==> config.mk <==
export PLATFORM = sky130hd
export DESIGN_NAME = alu_cmd_sequencer
export DESIGN_NICKNAME = d
export VERILOG_FILES = /design/src/rtl/alu_pkg.sv /design/src/rtl/alu_regfile.sv /design/src/rtl/alu_cmd_sequencer.sv
export SDC_FILE = /design/constraint.sdc
export NUM_CORES = 1
export LEC_CHECK = 0
export ABC_CLOCK_PERIOD_IN_PS = 7800
export CAP_MARGIN = 20
export CORE_ASPECT_RATIO = 1.2
export CORE_MARGIN = 8
export CORE_UTILIZATION = 55
export DETAILED_ROUTE_END_ITERATION = 6
export DONT_BUFFER_PORTS = 1
export PLACE_DENSITY = 0.78
export SLEW_MARGIN = 20
export SYNTH_ARGS = -nofsm -noshare
export SYNTH_HDL_FRONTEND = slang
export SYNTH_HIERARCHICAL = 1
export SYNTH_SLANG_ARGS = --single-unit
==> constraint.sdc <==
create_clock -name clk -period 7.8 [get_ports clk]
set_input_delay 1.56 -clock clk [delete_from_list [all_inputs] [get_ports clk]]
set_output_delay 1.56 -clock clk [all_outputs]
set_load 0.01 [all_outputs]
==> src/rtl/alu_pkg.sv <==
// Shared opcodes, sequencer states and bus payload types for the alu command path.
package alu_pkg;

   localparam int unsigned DEF_WIDTH = 40;
   localparam int unsigned OP_W      = 5;
   localparam int unsigned REG_AW    = 2;
   localparam int unsigned REG_N     = 4;

   localparam logic [OP_W-1:0] OP_NOP  = 5'b00000;
   localparam logic [OP_W-1:0] OP_ADD  = 5'b00101;
   localparam logic [OP_W-1:0] OP_ADDM = 5'b00111;
   localparam logic [OP_W-1:0] OP_SUB  = 5'b00110;
   localparam logic [OP_W-1:0] OP_SUBM = 5'b01000;
   localparam logic [OP_W-1:0] OP_MUL  = 5'b01011;
   localparam logic [OP_W-1:0] OP_DIV  = 5'b01100;
   localparam logic [OP_W-1:0] OP_SHL  = 5'b10100;
   localparam logic [OP_W-1:0] OP_SHR  = 5'b10101;

   typedef enum logic [1:0] {
      ST_IDLE,
      ST_EXEC,
      ST_CAPTURE,
      ST_RESP
   } state_t;

   typedef struct packed {
      logic [OP_W-1:0]   op;
      logic [REG_AW-1:0] rd;
      logic [REG_AW-1:0] rs1;
      logic [REG_AW-1:0] rs2;
   } cmd_t;

   function automatic logic is_supported(input logic [OP_W-1:0] op);
      case (op)
         OP_ADD, OP_ADDM, OP_SUB, OP_SUBM,
         OP_MUL, OP_DIV, OP_SHL, OP_SHR: return 1'b1;
         default:                        return 1'b0;
      endcase
   endfunction

endpackage

==> src/rtl/alu_regfile.sv <==
// 4-entry operand register file: writeback beats an external load to the same entry,
// different entries are written together; three combinational read ports.
module alu_regfile
   import alu_pkg::*;
#(
   parameter int unsigned WIDTH = DEF_WIDTH
) (
   input  logic              clk,
   input  logic              rst,
   input  logic              wb_en,
   input  logic [REG_AW-1:0] wb_addr,
   input  logic [WIDTH-1:0]  wb_data,
   input  logic              wr_en,
   input  logic [REG_AW-1:0] wr_addr,
   input  logic [WIDTH-1:0]  wr_data,
   input  logic [REG_AW-1:0] rs1_addr,
   input  logic [REG_AW-1:0] rs2_addr,
   input  logic [REG_AW-1:0] rd_addr,
   output logic [WIDTH-1:0]  rs1_data,
   output logic [WIDTH-1:0]  rs2_data,
   output logic [WIDTH-1:0]  rd_data
);

   logic [WIDTH-1:0] regs [REG_N];

   always_ff @(posedge clk or posedge rst) begin
      if (rst) begin
         for (int i = 0; i < REG_N; i++) regs[i] <= '0;
      end else begin
         for (int i = 0; i < REG_N; i++) begin
            if (wb_en && wb_addr == REG_AW'(i))      regs[i] <= wb_data;
            else if (wr_en && wr_addr == REG_AW'(i)) regs[i] <= wr_data;
         end
      end
   end

   assign rs1_data = regs[rs1_addr];
   assign rs2_data = regs[rs2_addr];
   assign rd_data  = regs[rd_addr];

endmodule

==> src/rtl/alu_cmd_sequencer.sv <==
// Accepts register-addressed alu commands, holds alu inputs for ALU_LAT cycles,
// writes the result back and returns a one-cycle response.
module alu_cmd_sequencer
   import alu_pkg::*;
#(
   parameter int unsigned WIDTH   = DEF_WIDTH,
   parameter int unsigned ALU_LAT = 1
) (
   input  logic              clk,
   input  logic              rst,
   input  logic              cmd_valid,
   output logic              cmd_ready,
   input  logic [OP_W-1:0]   cmd_op,
   input  logic [REG_AW-1:0] cmd_rd,
   input  logic [REG_AW-1:0] cmd_rs1,
   input  logic [REG_AW-1:0] cmd_rs2,
   input  logic              wr_en,
   input  logic [REG_AW-1:0] wr_addr,
   input  logic [WIDTH-1:0]  wr_data,
   input  logic [REG_AW-1:0] rd_addr,
   output logic [WIDTH-1:0]  rd_data,
   output logic [WIDTH-1:0]  alu_a,
   output logic [WIDTH-1:0]  alu_b,
   output logic [OP_W-1:0]   alu_s,
   input  logic [WIDTH-1:0]  alu_out,
   output logic              rsp_valid,
   output logic              rsp_err,
   output logic [WIDTH-1:0]  rsp_data
);

   localparam int unsigned CNT_W = (ALU_LAT > 1) ? $clog2(ALU_LAT) : 1;

   state_t            state;
   state_t            state_next;
   cmd_t              cmd;
   logic [CNT_W-1:0]  lat_cnt;
   logic [REG_AW-1:0] rd_q;
   logic [WIDTH-1:0]  rs1_val;
   logic [WIDTH-1:0]  rs2_val;
   logic              cmd_ok;
   logic              wb_en;

   assign cmd    = '{op: cmd_op, rd: cmd_rd, rs1: cmd_rs1, rs2: cmd_rs2};
   assign cmd_ok = is_supported(cmd.op) && !(cmd.op == OP_DIV && rs2_val == '0);
   assign wb_en  = (state == ST_CAPTURE);

   alu_regfile #(.WIDTH(WIDTH)) u_regfile (
      .clk      (clk),
      .rst      (rst),
      .wb_en    (wb_en),
      .wb_addr  (rd_q),
      .wb_data  (alu_out),
      .wr_en    (wr_en),
      .wr_addr  (wr_addr),
      .wr_data  (wr_data),
      .rs1_addr (cmd.rs1),
      .rs2_addr (cmd.rs2),
      .rd_addr  (rd_addr),
      .rs1_data (rs1_val),
      .rs2_data (rs2_val),
      .rd_data  (rd_data)
   );

   always_ff @(posedge clk or posedge rst) begin
      if (rst) state <= ST_IDLE;
      else     state <= state_next;
   end

   always_comb begin
      state_next = state;
      case (state)
         ST_IDLE:    if (cmd_valid) state_next = cmd_ok ? ST_EXEC : ST_RESP;
         ST_EXEC:    if (lat_cnt == CNT_W'(ALU_LAT - 1)) state_next = ST_CAPTURE;
         ST_CAPTURE: state_next = ST_RESP;
         ST_RESP:    state_next = ST_IDLE;
         default:    state_next = ST_IDLE;
      endcase
   end

   // Operands are latched at acceptance so the alu inputs stay stable through EXEC.
   always_ff @(posedge clk or posedge rst) begin
      if (rst) begin
         cmd_ready <= 1'b1;
         lat_cnt   <= '0;
         rd_q      <= '0;
         alu_a     <= '0;
         alu_b     <= '0;
         alu_s     <= OP_NOP;
         rsp_valid <= 1'b0;
         rsp_err   <= 1'b0;
         rsp_data  <= '0;
      end else begin
         cmd_ready <= (state_next == ST_IDLE);
         rsp_valid <= 1'b0;
         case (state)
            ST_IDLE: begin
               if (cmd_valid) begin
                  rd_q <= cmd.rd;
                  if (cmd_ok) begin
                     alu_a   <= rs1_val;
                     alu_b   <= rs2_val;
                     alu_s   <= cmd.op;
                     lat_cnt <= '0;
                  end else begin
                     rsp_valid <= 1'b1;
                     rsp_err   <= 1'b1;
                     rsp_data  <= '0;
                  end
               end
            end
            ST_EXEC: lat_cnt <= lat_cnt + CNT_W'(1);
            ST_CAPTURE: begin
               rsp_valid <= 1'b1;
               rsp_err   <= 1'b0;
               rsp_data  <= alu_out;
               alu_s     <= OP_NOP;
            end
            default: ;
         endcase
      end
   end

endmodule
After elaboration in Yosys (flattened, before gate mapping)
Memories as Yosys holds them, arrays and structs flattened.
Index checks and enable logic that the tools add are counted.
W data, S select, Z words.
{ "classes": {"addsub": 1, "n_lt_le_gt_ge": 3, "n_eq_ne": 13, "n_mux": 36, "bitwise_logic": 3, "reduce_logical": 27} }
{ "ops": {"columns": ["op", "count"], "rows": [
  ["$mux W40", 16],
  ["$bmux W40 S2", 3],
  ["$pmux W40 S2", 1],
  ["$logic_not A40 Y1", 1],
  ["$eq A2 B2 Y1 const B", 6],
  ["$reduce_and A3 Y1", 4],
  ["$reduce_bool A2 Y1", 6],
  ["$logic_and A1 B1 Y1", 10],
  ["$mux W5", 2],
  ["$pmux W5 S2", 1],
  ["$ge A3 B3 Y1 const B", 3],
  ["$not A2 Y3", 3],
  ["$logic_not A2 Y1", 4],
  ["$pmux W2 S4", 1],
  ["$eq A2 B1 Y1 const B", 3],
  ["$mux W1", 6],
  ["$mux W2", 3],
  ["$ne A2 B2 Y1 const B", 3],
  ["$pmux W1 S2", 3],
  ["$eq A5 B4 Y1 const B", 1],
  ["$reduce_and A2 Y1", 1],
  ["$add A1 B1 Y1 const B", 1],
  ["$logic_not A1 Y1", 1]
]} }
{ "word_totals": {"ff_bits": 293, "romBits": 32, "inputBits": 99, "out_inout_bits": 168, "elab_cells": 98, "memories": 1} }
{ "memory_table": {"columns": ["name", "words", "word_bits", "read_ports", "rd_ports_with_merged_regs", "write_ports", "line_no", "source"], "rows": [
  ["(name not given)", 32, 1, 1, 0, 0, "alu_pkg.sv:34", "case (op)"]
]} }

Logic depth before layout (Yosys ltp)
{ "depth": {"word_depth": 12, "mapped_depth": 10} }

Cells and area by module
Netlist, hierarchy kept.
{ "modules_own_cells": {"columns": ["module", "instances", "cells_each", "area_per_inst_um2", "seq_area_each_um2"], "rows": [
  ["alu_regfile", 1, 1031, 10156.0, 4003.8],
  ["alu_cmd_sequencer", 1, 334, 5116.2, 3329.4]
]} }

Worst setup path before layout
Ideal clock, no wire load.
{ "synth_timing": {"path_kind": "input -> output", "from": "in rd_addr[0]", "to": "out rd_data[32]", "arrival_ns": 2.528, "path_slack_ns": 3.712, "path_stages": 3, "path_cell_list": "clkbuf_1 -> buf_2 -> mux4_2"} }
{ "synth_via": {"elab_chain_cells": 4} }
{ "synth_lines": {"columns": ["item", "line_no", "source"], "rows": [
  ["start: declaration", "alu_cmd_sequencer.sv:20", "input logic [REG_AW-1:0] rd_addr,"],
  ["$not A2 Y3 (not written as such)", "alu_regfile.sv:39", "assign rd_data = regs[rd_addr];"],
  ["$bmux W40 S2", "alu_regfile.sv:39", null],
  ["$mux W40 (not written as such) (2 in a row)", "alu_regfile.sv:39", null],
  ["end: declaration", "alu_cmd_sequencer.sv:21", "output logic [WIDTH-1:0] rd_data,"]
]} }
No other way between the ends. The select of a mux whose other input is x is not followed.

Worst setup path in the final report
{ "layout_timing": {"from": "in cmd_rs2[0]", "to": "reg rsp_data[15]"} }
{ "layout_via": {"elab_chain_cells": 10} }
{ "layout_lines": {"columns": ["item", "line_no", "source"], "rows": [
  ["start: declaration", "alu_cmd_sequencer.sv:16", "input logic [REG_AW-1:0] cmd_rs2,"],
  ["$not A2 Y3 (not written as such)", "alu_regfile.sv:38", "assign rs2_data = regs[rs2_addr];"],
  ["$bmux W40 S2", "alu_regfile.sv:38", null],
  ["$mux W40 (not written as such) (2 in a row)", "alu_regfile.sv:38", null],
  ["$logic_not A40 Y1", "alu_cmd_sequencer.sv:44", "assign cmd_ok = is_supported(cmd.op) && !(cmd.op == OP_DIV && rs2_val == '0);"],
  ["$logic_and A1 B1 Y1", "alu_cmd_sequencer.sv:44", null],
  ["$logic_not A1 Y1", "alu_cmd_sequencer.sv:44", null],
  ["$logic_and A1 B1 Y1", "alu_cmd_sequencer.sv:44", null],
  ["$ne A2 B2 Y1 (no line)", null, null],
  ["$reduce_and A3 Y1 (no line)", null, null],
  ["end signal: assignment", "alu_cmd_sequencer.sv:115", "rsp_data <= alu_out;"],
  ["end: declaration", "alu_cmd_sequencer.sv:28", "output logic [WIDTH-1:0] rsp_data"]
]} }
No other way between the ends. The select of a mux whose other input is x is not followed.
A chain may end at the register's enable or synchronous reset.

==> results.ini <==
[critical_path]
crit_path_end_kind = register
r2r-end = rsp_data[15]$_DFFE_PP0P_
cp.required_ns = 8.24
r2r_start = u_regfile/regs[5]$_DFFE_PP0P_
reg2reg_depth = 8
path_max_fanout = 40
setup.worst_path.start_class = input pin
arrival_ns = 4.53
path_class = input pin to register
r2r_slack_ns = 4.33

[cts]
cts-resized-gates = 0
hold_buffers = 0
clock-sinks = 293
ctsRootBufferMaster = clkbuf_16
cts_tree = done
htreeDepth = 1
clk_path_buf_depth = 3
cts.clk_slew.worst_paths_ns = 0.06
clock_latency_ns = 0.57
cts-buffers-inserted = 30
post_cts_buffers = 0

[floorplanning]
core_region_area_um2 = 27700
die_h_um = 199
die_x_um = 168
rows = 67
die_area_um2 = 33400
io_pins = 267
start_util = 0.552

[global_route]
grt_max_degree = 89
grt_overflow = 0
grt_pass1_wl_um = 71400
grt_usage = 0.278
antenna_found_initial = 0
grt_pass1_vias = 11638

[pwr]
p_leak_nw = 6.91
finalPower_w = 0.00665
switching_share = 0.368
power_density_nw_per_um2 = 409
pwr-share-comb = 0.304
p_sw_w = 0.00245
ir_drop_v = 0.000229
p_clk_frac = 0.227
internal_power_w = 0.00420
power_frac_seq = 0.469

[final_layout]
final_area_um2 = 16300
diodes = 0
fin_nets = 1396
drive_gt1_frac = 0.183
syn2layout_area_growth_pct = 6.45

[timing]
timing.final.crit_share = 0.524
drv_slew = 0
tightestPinTransition_ns = 1.15
final-setup-viol-count = 0
slew_headroom = 0.235
fmax_ghz = 0.245
post-route-min-period_ns = 4.09
tns_ns = 0
rsz0062_at_grt = false
fin_skew_ns = 0.0128
hold_viol_final = 0

[yosys]
yosysWarnings = 6
synthArstFlopShare = 1.00
ys_ff_latch = 293
syn_area_um2 = 15300
synth_cell_types = 44
avgSynthCellArea_um2 = 11.2
seq_area_frac_synth = 0.480
synthCells = 1365
synth_nets = 1465
synth_edf_count = 0
synthFlopType = dfrtp_1

[placed_design]
place_area_um2 = 15200
io_buffers = 0
dpl.hpwl_um = 27700
gp_congestion = 0.804

[hold_path]
hold-path-endpoint = state[0]$_DFF_PP0_
worst_hold_path.num_cells = 1
min_path_type = register to register
hp-start = state[0]$_DFF_PP0_

[flow_run]
maxCapViolCount = 0

[route]
drcViolationCount = 0
post_drt_wl_per_cell_um = 28.1
num_vias = 11721
drt.antenna.violating_nets = 0
viasPerCell = 7.04
finalWirelength_um = 46800
drt-pass1-iter-count = 7
drtIter0Drc = 1190

[outcome]
run_status = complete, no violations

==> layer usage <==
metal / up-vias / share of wire / GRT usage
met3: 159 / 0.12 / 0.0725
met5: - / 0 / 0
met1: 5882 / 0.35 / 0.334
li1: 4822 / - / -
met2: 858 / 0.49 / 0.465
met4: 0 / 0.049 / 0.130
==> worst max path at each step <==
stage               start                             to  slack, ns  depth (start not counted)
2_1_floorplan         rst  u_regfile/regs[0]$_DFFE_PP0P_       1.92                          1
3_3_place_gp   cmd_rs2[0]       rsp_data[17]$_DFFE_PP0P_       3.35                          7
3_5_place_dp   cmd_rs2[0]       rsp_data[29]$_DFFE_PP0P_       3.21                          7
4_1_cts        cmd_rs2[0]       rsp_data[15]$_DFFE_PP0P_       3.79                          7
5_1_grt        cmd_rs2[0]       rsp_data[15]$_DFFE_PP0P_       3.69                          8
6_report       cmd_rs2[0]       rsp_data[15]$_DFFE_PP0P_       3.71                          8
==> cells in the final DEF, fill, tap and decap left out, drive strengths merged, types with 2 or more instances in the layout <==
cell,n
nand3b,4
buf,14
nor3,3
and3b,2
a21oi,3
dfrtp,292
or3b,2
mux2,82
a22o,41
clkinv,11
a31oi,160
nand4,2
inv,12
bufinv,4
mux4,120
nor2,162
nand3,4
mux2i,5
clkbuf,37
nor4,11
clkinvlp,3
nand2,330
or2,2
==> cell families after synthesis <==
family,after synthesis,synth area share
AND/OR/NAND/NOR,529,0.139
flip-flops,293,0.480
AO/OA/AOI/OAI,209,0.0934
multiplexers,207,0.241
buffers and inverters,126,0.0460
adder cells (fa/ha/maj),1,0.000819
==> sequential cells by signal, indices dropped and copies added (netlist names) <==
signal and cells:
alu_a 40, alu_b 40, alu_s 5, cmd_ready 1, lat_cnt 1, rd_q 2, rsp_data 40, rsp_err 1
rsp_valid 1, state 2, u_regfile/regs 160
==> synthesized netlist by cell type, drive strengths merged (2+ instances only) <==
master / instances / area, um^2
a31oi: 160 / 1010
nor4: 11 / 83.8
and3b: 2 / 17.5
or3b: 2 / 17.5
nand2: 330 / 1240
mux4: 120 / 2700
mux2: 82 / 923
nand3b: 4 / 30.0
or2: 2 / 12.5
a21oi: 3 / 15.0
nor2: 162 / 608
dfrtp: 292 / 7310
clkbuf: 37 / 140
inv: 11 / 41.3
mux2i: 5 / 50.1
nand3: 4 / 20.0
nor3: 3 / 20.0
buf: 78 / 521
nand4: 2 / 12.5
a22o: 41 / 359
==> area by class of cell <==
| type | count | area (um^2) |
|---|---|---|
| inverters | 11 | 52.6 |
| well taps | 345 | 432 |
| flip-flops and latches | 293 | 7330 |
| clock buffers | 37 | 818 |
| clock inverters | 19 | 214 |
| multi-input cells | 946 | 7280 |
| repair buffers | 14 | 129 |
| fillers | 2135 | 11400 |
==> through the flow <==
| stage | setup WS [ns] | utilization | hold slack (ns) | instances |
|---|---|---|---|---|
| floorplan | 1.92 | - | 0.485 | 1365 |
| global placement | 3.35 | 0.549 | 0.510 | 1607 |
| detailed placement | 3.21 | 0.549 | 0.519 | 1607 |
| CTS | 3.79 | 0.586 | 0.532 | 1663 |
| global route | 3.69 | 0.588 | 0.565 | 1665 |
| finish | 3.71 | 0.588 | 0.539 | 1665 |
==> worst max-delay path, stage by stage <==
cell and delay (ns):
mux4_2 0.50, nor4_1 0.65, nand4_1 0.38, nor4_1 0.51, a311oi_4 0.17, buf_6 0.23
buf_4 0.26, a22o_1 0.23
==> power groups by stage <==
stage	Combinational [W]	Clock (W)	Sequential (W)
finish	0.00202	0.00151	0.00312
global route	0.00218	0.00158	0.00321
CTS	0.00201	0.00153	0.00310
detailed placement	0.00199	0	0.00312
global placement	0.00191	0	0.00307
floorplan	0.00167	0	0.00284
(Power assumes the default switching activity.)
